<file path="src/rtl/srio_rst_seq.sv">
// srio_rst_seq: single-clock reset sequencer for the SRIO core.
// Holds all domain resets until clk_lock has been clean for HOLD_CYCLES,
// then releases buf_rst and the rst_out bits one by one, STAGE_GAP apart.
// It also runs the user link-reset handshake, with a timeout and a
// saturating count of link-reset events.
module srio_rst_seq #(
    parameter int NUM_RST        = 4,
    parameter int HOLD_CYCLES    = 4,
    parameter int STAGE_GAP      = 2,
    parameter int REINIT_TIMEOUT = 1024
) (
    input  logic               log_clk,
    input  logic               sys_rst,
    input  logic               clk_lock,
    input  logic               port_initialized,
    input  logic               phy_rcvd_link_reset,
    input  logic               force_reinit,
    output logic               controlled_force_reinit,
    output logic [NUM_RST-1:0] rst_out,
    output logic               buf_rst,
    output logic               rst_busy,
    output logic               reinit_timeout,
    output logic [7:0]         link_rst_cnt
);

    localparam int HW = (HOLD_CYCLES > 1) ? $clog2(HOLD_CYCLES) : 1;
    localparam int GW = (STAGE_GAP > 1) ? $clog2(STAGE_GAP) : 1;
    localparam int SW = (NUM_RST > 1) ? $clog2(NUM_RST) : 1;
    localparam int TW = (REINIT_TIMEOUT > 1) ? $clog2(REINIT_TIMEOUT) : 1;

    localparam logic [HW-1:0] HOLD_LAST  = HW'(HOLD_CYCLES - 1);
    localparam logic [GW-1:0] GAP_LAST   = GW'(STAGE_GAP - 1);
    localparam logic [SW-1:0] STAGE_LAST = SW'(NUM_RST - 1);
    localparam logic [TW-1:0] TO_LAST    = TW'(REINIT_TIMEOUT - 1);

    typedef enum logic [2:0] {
        ST_HOLD      = 3'd0,
        ST_RELEASE   = 3'd1,
        ST_RUN       = 3'd2,
        ST_LINKRESET = 3'd3,
        ST_PHY_RESET = 3'd4
    } state_t;

    state_t        state_r, state_s;
    logic [HW-1:0] hold_cnt_r, hold_cnt_s;
    logic [GW-1:0] gap_cnt_r, gap_cnt_s;
    logic [SW-1:0] stage_r, stage_s;
    logic [TW-1:0] to_cnt_r, to_cnt_s;
    logic          phy_prev_r;

    logic [NUM_RST-1:0] rst_out_s;
    logic               buf_rst_s;
    logic               cfr_s;
    logic               timeout_s;
    logic               abort_s;
    logic               link_event_s;
    logic [7:0]         link_cnt_s;

    // Next-state and next-output computation; abort overrides every state.
    always_comb begin
        state_s      = state_r;
        hold_cnt_s   = hold_cnt_r;
        gap_cnt_s    = gap_cnt_r;
        stage_s      = stage_r;
        to_cnt_s     = to_cnt_r;
        rst_out_s    = rst_out;
        buf_rst_s    = buf_rst;
        cfr_s        = controlled_force_reinit;
        timeout_s    = 1'b0;
        abort_s      = ~clk_lock | phy_rcvd_link_reset;

        case (state_r)
            ST_HOLD: begin
                if (hold_cnt_r == HOLD_LAST) begin
                    state_s    = ST_RELEASE;
                    hold_cnt_s = '0;
                    buf_rst_s  = 1'b0;
                    gap_cnt_s  = '0;
                    stage_s    = '0;
                end else begin
                    hold_cnt_s = hold_cnt_r + HW'(1);
                end
            end
            ST_RELEASE: begin
                if (gap_cnt_r == GAP_LAST) begin
                    gap_cnt_s          = '0;
                    rst_out_s[stage_r] = 1'b0;
                    if (stage_r == STAGE_LAST) begin
                        state_s = ST_RUN;
                        stage_s = '0;
                    end else begin
                        stage_s = stage_r + SW'(1);
                    end
                end else begin
                    gap_cnt_s = gap_cnt_r + GW'(1);
                end
            end
            ST_RUN: begin
                if (force_reinit) begin
                    state_s  = ST_LINKRESET;
                    cfr_s    = 1'b1;
                    to_cnt_s = '0;
                end else begin
                    state_s = ST_RUN;
                end
            end
            ST_LINKRESET: begin
                if (!port_initialized || (to_cnt_r == TO_LAST)) begin
                    state_s   = ST_PHY_RESET;
                    timeout_s = port_initialized;
                    to_cnt_s  = '0;
                    rst_out_s = {NUM_RST{1'b1}};
                    buf_rst_s = 1'b1;
                    cfr_s     = 1'b0;
                end else begin
                    to_cnt_s = to_cnt_r + TW'(1);
                end
            end
            ST_PHY_RESET: begin
                rst_out_s = {NUM_RST{1'b1}};
                buf_rst_s = 1'b1;
                cfr_s     = 1'b0;
                if (!force_reinit) begin
                    state_s    = ST_HOLD;
                    hold_cnt_s = '0;
                end else begin
                    state_s = ST_PHY_RESET;
                end
            end
            default: begin
                state_s    = ST_HOLD;
                hold_cnt_s = '0;
                gap_cnt_s  = '0;
                stage_s    = '0;
                to_cnt_s   = '0;
                rst_out_s  = {NUM_RST{1'b1}};
                buf_rst_s  = 1'b1;
                cfr_s      = 1'b0;
            end
        endcase

        if (abort_s) begin
            state_s    = ST_HOLD;
            hold_cnt_s = '0;
            gap_cnt_s  = '0;
            stage_s    = '0;
            to_cnt_s   = '0;
            rst_out_s  = {NUM_RST{1'b1}};
            buf_rst_s  = 1'b1;
            cfr_s      = 1'b0;
            timeout_s  = 1'b0;
        end else begin
            timeout_s = timeout_s;
        end

        // Entry to PHY_RESET and a fresh link-reset symbol burst in the
        // same cycle still count as one event.
        link_event_s = ((state_s == ST_PHY_RESET) && (state_r != ST_PHY_RESET)) |
                       (phy_rcvd_link_reset & ~phy_prev_r);
        if (link_event_s && (link_rst_cnt != 8'd255)) begin
            link_cnt_s = link_rst_cnt + 8'd1;
        end else begin
            link_cnt_s = link_rst_cnt;
        end
    end

    // State, counters and registered outputs, with synchronous reset.
    always_ff @(posedge log_clk) begin
        if (sys_rst) begin
            state_r                 <= ST_HOLD;
            hold_cnt_r              <= '0;
            gap_cnt_r               <= '0;
            stage_r                 <= '0;
            to_cnt_r                <= '0;
            phy_prev_r              <= 1'b0;
            rst_out                 <= {NUM_RST{1'b1}};
            buf_rst                 <= 1'b1;
            rst_busy                <= 1'b1;
            controlled_force_reinit <= 1'b0;
            reinit_timeout          <= 1'b0;
            link_rst_cnt            <= 8'd0;
        end else begin
            state_r                 <= state_s;
            hold_cnt_r              <= hold_cnt_s;
            gap_cnt_r               <= gap_cnt_s;
            stage_r                 <= stage_s;
            to_cnt_r                <= to_cnt_s;
            phy_prev_r              <= phy_rcvd_link_reset;
            rst_out                 <= rst_out_s;
            buf_rst                 <= buf_rst_s;
            rst_busy                <= (state_s != ST_RUN);
            controlled_force_reinit <= cfr_s;
            reinit_timeout          <= timeout_s;
            link_rst_cnt            <= link_cnt_s;
        end
    end

endmodule

</file>
<file path="config.mk">
export PLATFORM = sky130hd
export DESIGN_NAME = srio_rst_seq
export DESIGN_NICKNAME = d
export VERILOG_FILES = /design/src/rtl/srio_rst_seq.sv
export SDC_FILE = /design/constraint.sdc
export NUM_CORES = 1
export LEC_CHECK = 0
export CELL_PAD_IN_SITES_DETAIL_PLACEMENT = 0
export CELL_PAD_IN_SITES_GLOBAL_PLACEMENT = 1
export CORE_UTILIZATION = 30
export CTS_BUF_LIST = sky130_fd_sc_hd__clkbuf_8
export DETAILED_ROUTE_END_ITERATION = 16
export PLACE_DENSITY = 0.7
export SLEW_MARGIN = 10
export SYNTH_ARGS = -nofsm -noshare
export SYNTH_HDL_FRONTEND = slang
export SYNTH_SLANG_ARGS = --single-unit
</file>
<file path="constraint.sdc">
create_clock -name log_clk -period 1.9 [get_ports log_clk]
set_input_delay 0.285 -clock log_clk [delete_from_list [all_inputs] [get_ports log_clk]]
set_output_delay 0.285 -clock log_clk [all_outputs]
set_load 0.02 [all_outputs]
</file>
==> results.toml <==
[run_status]
status = "finished clean"

[timing]
final_max_slew_viol_count = 0
fin_crit_sh_pct = 96.1
max_slew_margin_pct = 70.5
fin_skew_ps = 6.08
rsz0062_at_grt = "yes"
worst_pin_slew_ps = 438
min_period_ps = 1830
hold_viol_final = 0
report.final.setup_viol = 0
worst_slack_ps = 74.1
fmax_ghz = 0.548
tns_ps = 0

[yosys]
synth_top_family_by_area = "simple AND/OR/NAND/NOR gates"
synth_most_common_cell = "dfxtp_1"
ys.flop_type = "dfxtp_1"
synth_area_leader_cell = "dfxtp_1"
synth_area_leaders = "dfxtp_1 40%, nor2_1 5.5%, ha_1 5.0%"
synthCells = 204
synth_area_mm2 = 0.00177
syn_nets = 217
synthMuxAreaShare_pct = 2.97
synth_xor_area_share_pct = 3.96
yosysWarnings = 0
synth_common_cells = "35 x dfxtp_1, 26 x nor2_1, 16 x nand2_1"
yosys.area.top_type_share_pct = 39.6
synth_fa_ha_area_share_pct = 4.95
synth_edf_count = 0
synthSimpleGateAreaFrac_pct = 30.0
seq_area_frac_synth_pct = 39.6
synth.avg_cell_area_um2 = 8.67
async_flop_share_pct = 0
synth_compound_area_share_pct = 14.3
yosys_register_bits = 35
synth_cell_type_count = 46

[drt]
routed_wirelength_mm = 3.80
via_per_inst = 4.76
firstDrtPassIters = 6
wl_per_cell_um = 11.7
drc_errors = 0
ant_nets = 0
dr_total_vias = 1543
drt_iter0_drc = 36

[worst_setup_path]
arrival_ps = 2010
path_delay_family = "simple AND/OR/NAND/NOR gates"
slowest_stage = "nor4_4"
cp.buffers_inverters = 0
crit_chain = "ha_4, nand4_1, nor4_4, o31ai_4, nor4_2, mux2_2"
r2r_cells = 6
r2r-start = "to_cnt_r[1]"
critPathMaxFanout = 6
cpPeakStageDelay_ps = 370
endpoint_kind = "flop"
crit_type = "reg2reg"
worstReg2RegEnd = "link_rst_cnt[5]"
start_kind = "flop"
r2r_slack_ps = 70
cp.required_ps = 2080

[worst_hold_path]
hp-class = "reg2reg"
hold-path-endpoint = "rst_out[1]"
hold_path.startpoint = "rst_out[1]"
holdPathStages = 1

[power_and_ir_drop]
pwr-share-seq_pct = 49.0
finalPower_mw = 1.51
clock_power_share_pct = 45.8
switching_share_pct = 20.5
p_int_mw = 1.20
ir_drop_mv = 0.272
p_leak_nw = 0.851
netSwitchingPower_mw = 0.310
power_density_mw_per_mm2 = 638
p_comb_share_pct = 5.2

[floorplan]
dieHeight_um = 78.8
coreArea_mm2 = 0.00561
die_width_um = 78.8
initial_core_util_pct = 31.5
io_pins = 22
rows = 27
dieArea_mm2 = 0.00621

[final_layout]
area_delta_synth_final_pct = 34.1
seq_area_um2 = 704
layout-drive-gt1-share_pct = 20.6
nets = 264
antenna_cells = 0
fillers = 570
multi_input_comb_area_mm2 = 0.00102
stdcell_count = 324
final_util_pct = 42.3

[clock_network]
cts_htree_levels = 2
clkTransAtPathRegs_ps = 70
clock_latency_ps = 290
postCtsHoldBufs = 0
cts_tree = "yes"
ctsLongestPathBuffers = 2
root_buffer = "clkbuf_8"
clock_sinks = 35
cts_buffers = 5

[place]
dp_cells = 314
pre_cts_ws_ps = -184
gp_congestion = 0.763
port_buffers = 21
hpwl_mm = 2.84

[grt]
gr-total-overflow = 0
grt_max_degree = 13
grt_pass1_wl_mm = 6.31
antenna_found_initial = 0
grtUsageTotal_pct = 13.3
grt_pass1_vias = 1411

[flow_run]
drv_cap = 0
-- cell usage in the layout, fill, tap and decap left out, types with 4 or more instances in the layout --
master and instances:
clkbuf_8 6, buf_4 24, nand2_1 16, nand4_1 4
clkdlybuf4s50_1 21, nand3_1 9, a21o_1 5, inv_1 9
o21ai_0 11, nor2b_1 4, dfxtp_1 32, nor2_1 26
xor2_1 7, nor3_1 7, a21oi_1 10, ha_1 6
-- worst max path at each step --
stage,to,cells after the start,from
after global routing,link_rst_cnt[5],6,to_cnt_r[1]
after CTS,link_rst_cnt[5],6,to_cnt_r[0]
after floorplan,link_rst_cnt[4],7,to_cnt_r[0]
after detailed placement,link_rst_cnt[2],7,force_reinit
after global placement,link_rst_cnt[2],7,force_reinit
final,link_rst_cnt[5],6,to_cnt_r[1]
-- area by class of cell --
| class | count | area share [%] |
|---|---|---|
| flip-flops and latches | 35 | 29.7 |
| repair buffers | 46 | 16.9 |
| well taps | 72 | 3.80 |
| multi-input cells | 154 | 43.2 |
| clock buffers | 6 | 3.48 |
| inverters | 9 | 1.42 |
| clock inverters | 2 | 1.48 |
-- layer usage --
layer	part of all wire, %	global-route usage [%]
met5	0	0
met2	42	19.4
met4	1.8	6.11
met1	53	17.7
met3	3.3	3.91
-- power by group through the flow --
stage / Combinational [mW] / Clock (mW) / Sequential [mW]
finish: 0.0793 / 0.693 / 0.741
global route: 0.0871 / 0.760 / 0.741
CTS: 0.0741 / 0.718 / 0.741
global placement: 0.0735 / 0 / 0.758
detailed placement: 0.0733 / 0 / 0.758
floorplan: 0.0355 / 0 / 0.760
-- worst reg2reg max path, stage by stage (launching register included) --
cell	delay, ps
dfxtp_2	360
ha_4	140
nand4_1	120
nor4_4	370
o31ai_4	150
nor4_2	240
mux2_2	350
-- repair_timing --
| item | 4_1_cts | 5_1_grt |
|---|---|---|
| endpoints found under the hold margin | 0 | 0 |
| setup buffers | 0 | 2 |
| setup endpoints to repair | 0 | 4 |
| resized for setup | 0 | 9 |
-- sequential cells by signal (all words and copies together), names as in the netlist, 2 cells and up --
signal        cells
stage_r           2
link_rst_cnt      8
to_cnt_r         10
hold_cnt_r        2
state_r           3
rst_out           4
-- cell families (layout without fill, tap and decap cells) --
logic type | count (synthesis) | in the layout
and+or+nand+nor | 95 | 95
AOI/OAI and AO/OA | 39 | 39
DFF | 35 | 35
buffers and inverters | 15 | 63
xor gates and xnor gates | 8 | 8
adders and majority gates | 7 | 7
muxes | 5 | 5
-- per-stage QoR --
stage               hold WS [ps]  instance area (um2)
floorplan                    413                 1770
global placement             434                 2200
detailed placement           438                 2200
CTS                          455                 2320
global route                 488                 2370
finish                       451                 2370
No activity file was read; power rests on OpenSTA's default activity.
